$ cat src/rtl/repairmb_sb_arbiter_pkg.sv
// Shared REPAIRMB sideband definitions: arbiter states, requester indices and
// sideband message field widths.
package repairmb_sb_arbiter_pkg;

  localparam int MSG_W  = 4;
  localparam int INFO_W = 3;

  localparam int REQ_TX = 0;
  localparam int REQ_RX = 1;

  typedef enum logic [1:0] {
    IDLE = 2'd0,
    SEND = 2'd1,
    WAIT = 2'd2,
    GAP  = 2'd3
  } sb_state_e;

endpackage

$ cat src/rtl/repairmb_rr_pick2.sv
// Two-way round-robin picker: a lone request wins outright, a tie goes to the
// requester that was not served last. Purely combinational, one-hot result.
module repairmb_rr_pick2
  import repairmb_sb_arbiter_pkg::*;
(
  input  logic [1:0] i_req,
  input  logic       i_last_rx,
  output logic [1:0] o_gnt
);

  always_comb begin
    o_gnt = i_req;
    if (i_req[REQ_TX] && i_req[REQ_RX]) begin
      o_gnt = '0;
      if (i_last_rx) o_gnt[REQ_TX] = 1'b1;
      else           o_gnt[REQ_RX] = 1'b1;
    end
  end

endmodule

$ cat src/rtl/repairmb_sb_arbiter.sv
// Round-robin sequencer for the shared REPAIRMB sideband TX port: latches the
// winner's message, tracks the sideband busy window, pulses done, supervises timeout.
module repairmb_sb_arbiter
  import repairmb_sb_arbiter_pkg::*;
#(
  parameter int TIMEOUT_CYCLES = 1023,
  parameter int CNT_W          = 10
) (
  input  logic              CLK,
  input  logic              rst,
  input  logic              i_enable,
  input  logic              i_req_tx,
  input  logic [MSG_W-1:0]  i_msg_tx,
  input  logic [INFO_W-1:0] i_info_tx,
  input  logic              i_req_rx,
  input  logic [MSG_W-1:0]  i_msg_rx,
  input  logic [INFO_W-1:0] i_info_rx,
  input  logic              i_sb_busy,
  input  logic              i_falling_edge_busy,
  output logic              o_grant_tx,
  output logic              o_grant_rx,
  output logic              o_done_tx,
  output logic              o_done_rx,
  output logic [MSG_W-1:0]  o_TX_SbMessage,
  output logic [INFO_W-1:0] o_msg_info,
  output logic              o_tx_data_valid,
  output logic              o_timeout
);

  // Handshake: o_tx_data_valid stays high from grant until i_sb_busy is sampled
  // high; the owner's request is not consulted again until its done pulse.
  sb_state_e          r_state, w_state_nxt;
  logic [CNT_W-1:0]   r_cnt, w_cnt_nxt, w_cnt_inc;
  logic               r_last_rx, w_last_rx_nxt;
  logic               r_grant_tx, r_grant_rx, w_grant_tx_nxt, w_grant_rx_nxt;
  logic               r_done_tx, r_done_rx, w_done_tx_nxt, w_done_rx_nxt;
  logic [MSG_W-1:0]   r_msg, w_msg_nxt;
  logic [INFO_W-1:0]  r_info, w_info_nxt;
  logic               r_valid, w_valid_nxt;
  logic               r_timeout, w_timeout_nxt;
  logic [1:0]         w_req, w_pick;
  logic               w_tmo_hit;

  assign w_req[REQ_TX] = i_req_tx;
  assign w_req[REQ_RX] = i_req_rx;
  assign w_cnt_inc     = r_cnt + 1'b1;
  assign w_tmo_hit     = (w_cnt_inc == CNT_W'(TIMEOUT_CYCLES));

  repairmb_rr_pick2 u_pick (
    .i_req     (w_req),
    .i_last_rx (r_last_rx),
    .o_gnt     (w_pick)
  );

  always_comb begin
    w_state_nxt    = r_state;
    w_cnt_nxt      = r_cnt;
    w_last_rx_nxt  = r_last_rx;
    w_grant_tx_nxt = r_grant_tx;
    w_grant_rx_nxt = r_grant_rx;
    w_done_tx_nxt  = 1'b0;
    w_done_rx_nxt  = 1'b0;
    w_msg_nxt      = r_msg;
    w_info_nxt     = r_info;
    w_valid_nxt    = r_valid;
    w_timeout_nxt  = r_timeout;
    if (!i_enable) begin
      w_state_nxt    = IDLE;
      w_cnt_nxt      = '0;
      w_grant_tx_nxt = 1'b0;
      w_grant_rx_nxt = 1'b0;
      w_msg_nxt      = '0;
      w_info_nxt     = '0;
      w_valid_nxt    = 1'b0;
    end else begin
      case (r_state)
        IDLE: begin
          if ((|w_req) && !i_sb_busy) begin
            w_state_nxt    = SEND;
            w_cnt_nxt      = '0;
            w_valid_nxt    = 1'b1;
            w_grant_tx_nxt = w_pick[REQ_TX];
            w_grant_rx_nxt = w_pick[REQ_RX];
            w_last_rx_nxt  = w_pick[REQ_RX];
            w_msg_nxt      = w_pick[REQ_RX] ? i_msg_rx  : i_msg_tx;
            w_info_nxt     = w_pick[REQ_RX] ? i_info_rx : i_info_tx;
          end
        end
        SEND, WAIT: begin
          w_cnt_nxt = w_cnt_inc;
          // A completion landing on the timeout cycle still counts as success.
          if (r_state == WAIT && i_falling_edge_busy) begin
            w_state_nxt    = GAP;
            w_done_tx_nxt  = r_grant_tx;
            w_done_rx_nxt  = r_grant_rx;
            w_grant_tx_nxt = 1'b0;
            w_grant_rx_nxt = 1'b0;
            w_msg_nxt      = '0;
            w_info_nxt     = '0;
          end else if (w_tmo_hit) begin
            w_state_nxt    = GAP;
            w_timeout_nxt  = 1'b1;
            w_grant_tx_nxt = 1'b0;
            w_grant_rx_nxt = 1'b0;
            w_msg_nxt      = '0;
            w_info_nxt     = '0;
            w_valid_nxt    = 1'b0;
          end else if (r_state == SEND && i_sb_busy) begin
            w_state_nxt = WAIT;
            w_valid_nxt = 1'b0;
          end
        end
        GAP:     w_state_nxt = IDLE;
        default: w_state_nxt = IDLE;
      endcase
    end
  end

  always_ff @(posedge CLK or posedge rst) begin
    if (rst) begin
      r_state    <= IDLE;
      r_cnt      <= '0;
      r_last_rx  <= 1'b1;
      r_grant_tx <= 1'b0;
      r_grant_rx <= 1'b0;
      r_done_tx  <= 1'b0;
      r_done_rx  <= 1'b0;
      r_msg      <= '0;
      r_info     <= '0;
      r_valid    <= 1'b0;
      r_timeout  <= 1'b0;
    end else begin
      r_state    <= w_state_nxt;
      r_cnt      <= w_cnt_nxt;
      r_last_rx  <= w_last_rx_nxt;
      r_grant_tx <= w_grant_tx_nxt;
      r_grant_rx <= w_grant_rx_nxt;
      r_done_tx  <= w_done_tx_nxt;
      r_done_rx  <= w_done_rx_nxt;
      r_msg      <= w_msg_nxt;
      r_info     <= w_info_nxt;
      r_valid    <= w_valid_nxt;
      r_timeout  <= w_timeout_nxt;
    end
  end

  assign o_grant_tx      = r_grant_tx;
  assign o_grant_rx      = r_grant_rx;
  assign o_done_tx       = r_done_tx;
  assign o_done_rx       = r_done_rx;
  assign o_TX_SbMessage  = r_msg;
  assign o_msg_info      = r_info;
  assign o_tx_data_valid = r_valid;
  assign o_timeout       = r_timeout;

endmodule

$ cat config.mk
export PLATFORM = sky130hd
export DESIGN_NAME = repairmb_sb_arbiter
export DESIGN_NICKNAME = d
export VERILOG_FILES = /design/src/rtl/repairmb_sb_arbiter_pkg.sv /design/src/rtl/repairmb_rr_pick2.sv /design/src/rtl/repairmb_sb_arbiter.sv
export SDC_FILE = /design/constraint.sdc
export NUM_CORES = 1
export LEC_CHECK = 0
export ABC_CLOCK_PERIOD_IN_PS = 2500
export BUFFER_PORTS_ARGS = -buffer_cell sky130_fd_sc_hd__buf_4
export CAP_MARGIN = 10
export CELL_PAD_IN_SITES_DETAIL_PLACEMENT = 0
export CELL_PAD_IN_SITES_GLOBAL_PLACEMENT = 1
export CORE_MARGIN = 2
export CORE_UTILIZATION = 41
export CTS_CLUSTER_SIZE = 24
export DETAILED_ROUTE_END_ITERATION = 10
export GPL_TIMING_DRIVEN = 0
export PLACE_DENSITY = 0.79
export SETUP_SLACK_MARGIN = 0.4
export SLEW_MARGIN = 20
export SYNTH_ARGS = -nofsm -noshare
export SYNTH_HDL_FRONTEND = slang
export SYNTH_HIERARCHICAL = 1
export SYNTH_SLANG_ARGS = --single-unit
$ cat constraint.sdc
create_clock -name CLK -period 2.5 [get_ports CLK]
set_input_delay 0 -clock CLK [delete_from_list [all_inputs] [get_ports CLK]]
set_output_delay 0 -clock CLK [all_outputs]
set_load 0.03 [all_outputs]
==> results.txt <==
The flow ran to the end, and the final reports show no timing, DRC or antenna violations. The number of top-level pins came out at 34. The tools report the total nets after synthesis as 195.

Cell type contributing the most total cell area after synthesis: dfrtp_1. The clock transition at the register clock pins on the worst setup and hold paths after CTS was 0.09 ns; the fraction of layout instances using a drive strength above 1 was 40.8%. In the final routing, the length of wire on met1 measures 1790 um. In the post-synthesis netlist, the biggest area contributors are dfrtp_1, o21ai_0, mux2i_1. The mux cell area share after synthesis came out at 5.62%. The critical path starts at r_cnt[0]. The tools report the maximum number of pins on one net before global-route repair as 27. Relative to the synthesized area, the layout overhead comes to 45.2%. Actual slew at the worst max-slew pin: 0.927 ns.

Via count of the first global-routing pass: 1444. Switching power total: 0.000727 W. After detailed routing, the number of remaining DRC violations is 0. The cell type with the highest occurrence count on the critical path is buf_6. The post-synthesis share of cell area spent on and, or, nand and nor gates is 19.3%, and the number of nets in the final layout is 246.

The number of rows created at floorplan is 22, and the max capacitance violation total is 0. 0 antenna diodes ended up in the layout. Initial detailed-routing violation count: 93. The delay of the slowest critical-path stage works out to 0.44 ns.

The floorplan step defined a core boundary enclosing 3720 um2. The type of the worst setup path was register to register. In this run the most critical hold path is launched from i_info_tx[1].

In this run the critical register-to-register path is launched from r_cnt[0]. The largest individual stage delay along the critical path comes from the cell dfrtp_2. In this run, flip-flops and latches consume 32.8% of the power. The congestion estimate from routability-driven global placement came to 0.844. In this run the register-to-register setup slack is 0.38 ns. The final-report setup violation count is 0, and the count of buffering cells on the critical path with inverters included is 4. Met2 wirelength from detailed routing: 1940 um.

The count of nets left with antenna violations once routing finished came out at 0. Yosys mapped a number of flops with a built-in enable equal to 0. After synthesis, the largest family of logic cells by area is compound AO/OA/AOI/OAI gates. In this run the power density over the cells is 781 nW/um2.

STA classifies the critical path startpoint as a register. In this run switching power makes up 40.0% of total power. The width of the die is 66.6 um, and the die outline area is 4430 um2. The HPWL reported at the end of detailed placement is 2720 um, and the share of synthesized flip-flops with an asynchronous set or reset is 100%.

The final critical path takes up 85.0% of the cycle. For the final worst setup slack, the log shows 0.376 ns. From bottom edge to top edge, the die measures 66.6 um. The post-detailed-route via-to-cell ratio was 5.50. The first global-routing pass estimated 6270 um of wire.

Setup repair after global routing could not meet its margin everywhere. The worst-case IR drop observed on VDD is 0.378 mV. The run gives 0 as the number of antenna violations at the first check in global routing. For this run, the leading register cell type out of synthesis is dfrtp_1. CTS placed an instance of clkbuf_8 at the clock tree root. The clock reaches the later pin of the worst-skew pair after 0.26 ns. The tools report the via count of the routed design as 1463. Worst hold-check path type: primary input to register.

The clock passes through at most 2 buffers. The library cells used most frequently in the layout, excluding fill and tap cells, are buf_4, o21ai_0, dfrtp_1. In this run the worst path has a maximum fanout of 7.

TritonCTS built the clock tree. Wires add up to 3940 um. Length of the first detailed-routing pass in iterations: 4. Of the total synthesized cell area, the portion taken by XOR and XNOR cells is 1.09%. Headroom to the max-slew limit came out at 37.8%.

The synthesized design devotes to its leading area cell type 39.0% of total area. In this run the static leakage power is 1.06 nW. The sequential cell area fraction in the yosys report is 40.6%, and the number of sinks driven by the clock tree is 26. The tools report the critical path required time as 2.65 ns.

The commonest non-fill, non-tap cell in the layout was buf_4. The worst setup slack before clock tree synthesis is 0.161 ns. In this run, synthesis produced a sequential element count of 26. In this run, CTS created clock tree buffers numbering 3. In the global route stage, overall resource usage came out at 18.0%. During synthesis, Yosys emitted a total of 6 warnings.

The total overflow left after global routing is 0. Static timing analysis puts the maximum clock frequency at 471 MHz. The routed design uses 189 um of met3 wire. The time the worst path needs with I/O delays and setup came out at 2.12 ns. Summing the areas of all fa, ha and maj instances in the mapped netlist gives 4.68% of the synthesized area. For the hold violation total from the final report, the log shows 0. The worst setup path is captured at a register.

Dividing the detail-routed wire length by the instance count gives 14.8 um. The complex-gate fraction of the synthesized area was 21.5%. The highest layer touched by signal routing is met4. The final worst clock skew is 0.00512 ns, and the effective utilization at floorplan is 43.2%. The total of buffers placed on input and output ports is 33, and the internal power component is 0.00109 W.

Walking the worst path, the cells encountered are buf_6, and2_4, buf_6, mux2i_2, a211o_1, nor3_4, buf_12, o21bai_4, clkbuf_16, o2bb2ai_4. In the synthesized netlist, the number of instances is 168. The filler cells instantiated in the layout total 322. The clock share of power is 13.0%. Data arrives at the worst endpoint at 2.28 ns.

Combinational cells account for 54.3% of the total power. Broken down by cell family, the worst path's largest delay share belongs to buffers and inverters. Summed over all failing endpoints, the final setup total negative slack is 0 ns. The run gives 1 as the depth of the CTS H-tree. The total count of max-transition violations in the final report was 0; the synthesized area per cell was 9.55 um2. In this run the cell area of the synthesized design comes to 1600 um2. After synthesis, the netlist uses 43 different library cells.
[metrics by stage]
step / utilization, % / instance area, um2 / power (W) / std cells / hold WS, ns
finish: 62.7 / 2330 / 0.00182 / 266 / 0.00900
global route: 62.7 / 2330 / 0.00194 / 266 / 0.00171
CTS: 54.8 / 2040 / 0.00152 / 257 / 0.000611
detailed placement: 51.4 / 1910 / 0.00124 / 249 / 0.290
global placement: 51.4 / 1910 / 0.00123 / 249 / 0.277
floorplan: - / 1600 / 0.00102 / 168 / 0.0393
[repair_timing]
item | 4_1_cts | 5_1_grt
buffers inserted | 4 | 6
endpoints found under the setup margin | 11 | 20
pin swaps | 4 | 14
gates cloned | 0 | 2
hold buffers | 0 | 1
gates resized for setup | 7 | 32
hold endpoints to repair | 0 | 25
[kinds of logic (layout without fill, tap and decap cells)]
kind of cell,count (synthesis),after routing
DFF,26,26
xor gates and xnor gates,2,2
adders and majority gates,6,6
AOI/OAI and AO/OA,52,52
and+or+nand+nor,54,54
muxes,9,9
buffers and inverters,19,69
[routing by layer]
layer	vias to the layer above	GRT usage [%]
met5	-	0
met3	2	2.20
li1	713	-
met4	0	3.06
met1	715	23.2
met2	33	32.6
[cells in the mapped netlist, drive strengths merged, types with 5 or more instances]
library cell   n
and3           6
nand3          8
ha             6
a21oi          5
inv            9
o21ai         24
and2           5
nand2         14
o2bb2ai        9
mux2i          9
nand4          5
buf            6
dfrtp         25
[worst paths after layout]
| path | end | depth (start not counted) |
|---|---|---|
| worst max-delay path | o_TX_SbMessage[3] | 10 |
| worst min-delay path | o_msg_info[1] | 3 |
| worst max register to register | o_TX_SbMessage[3] | 10 |
| worst min register to register | o_timeout | 1 |
| max in group asynchronous | r_cnt[0] | 3 |
| min in group asynchronous | r_cnt[2] | 3 |
[registers in the layout (all words and copies together), names as in the netlist]
name	cells
r_cnt	10
o_TX_SbMessage	4
o_msg_info	3
r_state	2
o_done_rx	1
o_done_tx	1
o_grant_rx	1
o_grant_tx	1
o_timeout	1
o_tx_data_valid	1
r_last_rx	1
[cell type report]
cell class | instances | area (um2) | area share, %
Sequential cell | 26 | 654 | 28.1
Tap cell | 48 | 60.1 | 2.58
Clock buffer | 4 | 45.0 | 1.93
Buffer | 10 | 85.1 | 3.65
Inverter | 9 | 33.8 | 1.45
Multi-Input combinational cell | 123 | 1020 | 43.9
Timing Repair Buffer | 46 | 428 | 18.4
[power by group through the flow]
stage          combinational [W]  clock, W  sequential (W)
3_3_place_gp            0.000644         0        0.000587
2_1_floorplan           0.000333         0        0.000686
6_report                0.000987  0.000236        0.000596
5_1_grt                  0.00106  0.000265        0.000610
4_1_cts                 0.000708  0.000248        0.000568
3_5_place_dp            0.000654         0        0.000589
[worst reg2reg max path, cell delays in order, from the launching register on]
cell and delay (ns):
dfrtp_2 0.44, buf_6 0.13, and2_4 0.13, buf_6 0.12, mux2i_2 0.14, a211o_1 0.31, nor3_4 0.22, buf_12 0.15
o21bai_4 0.09, clkbuf_16 0.17, o2bb2ai_4 0.11
Note: power is estimated with default switching activity, not from simulation.
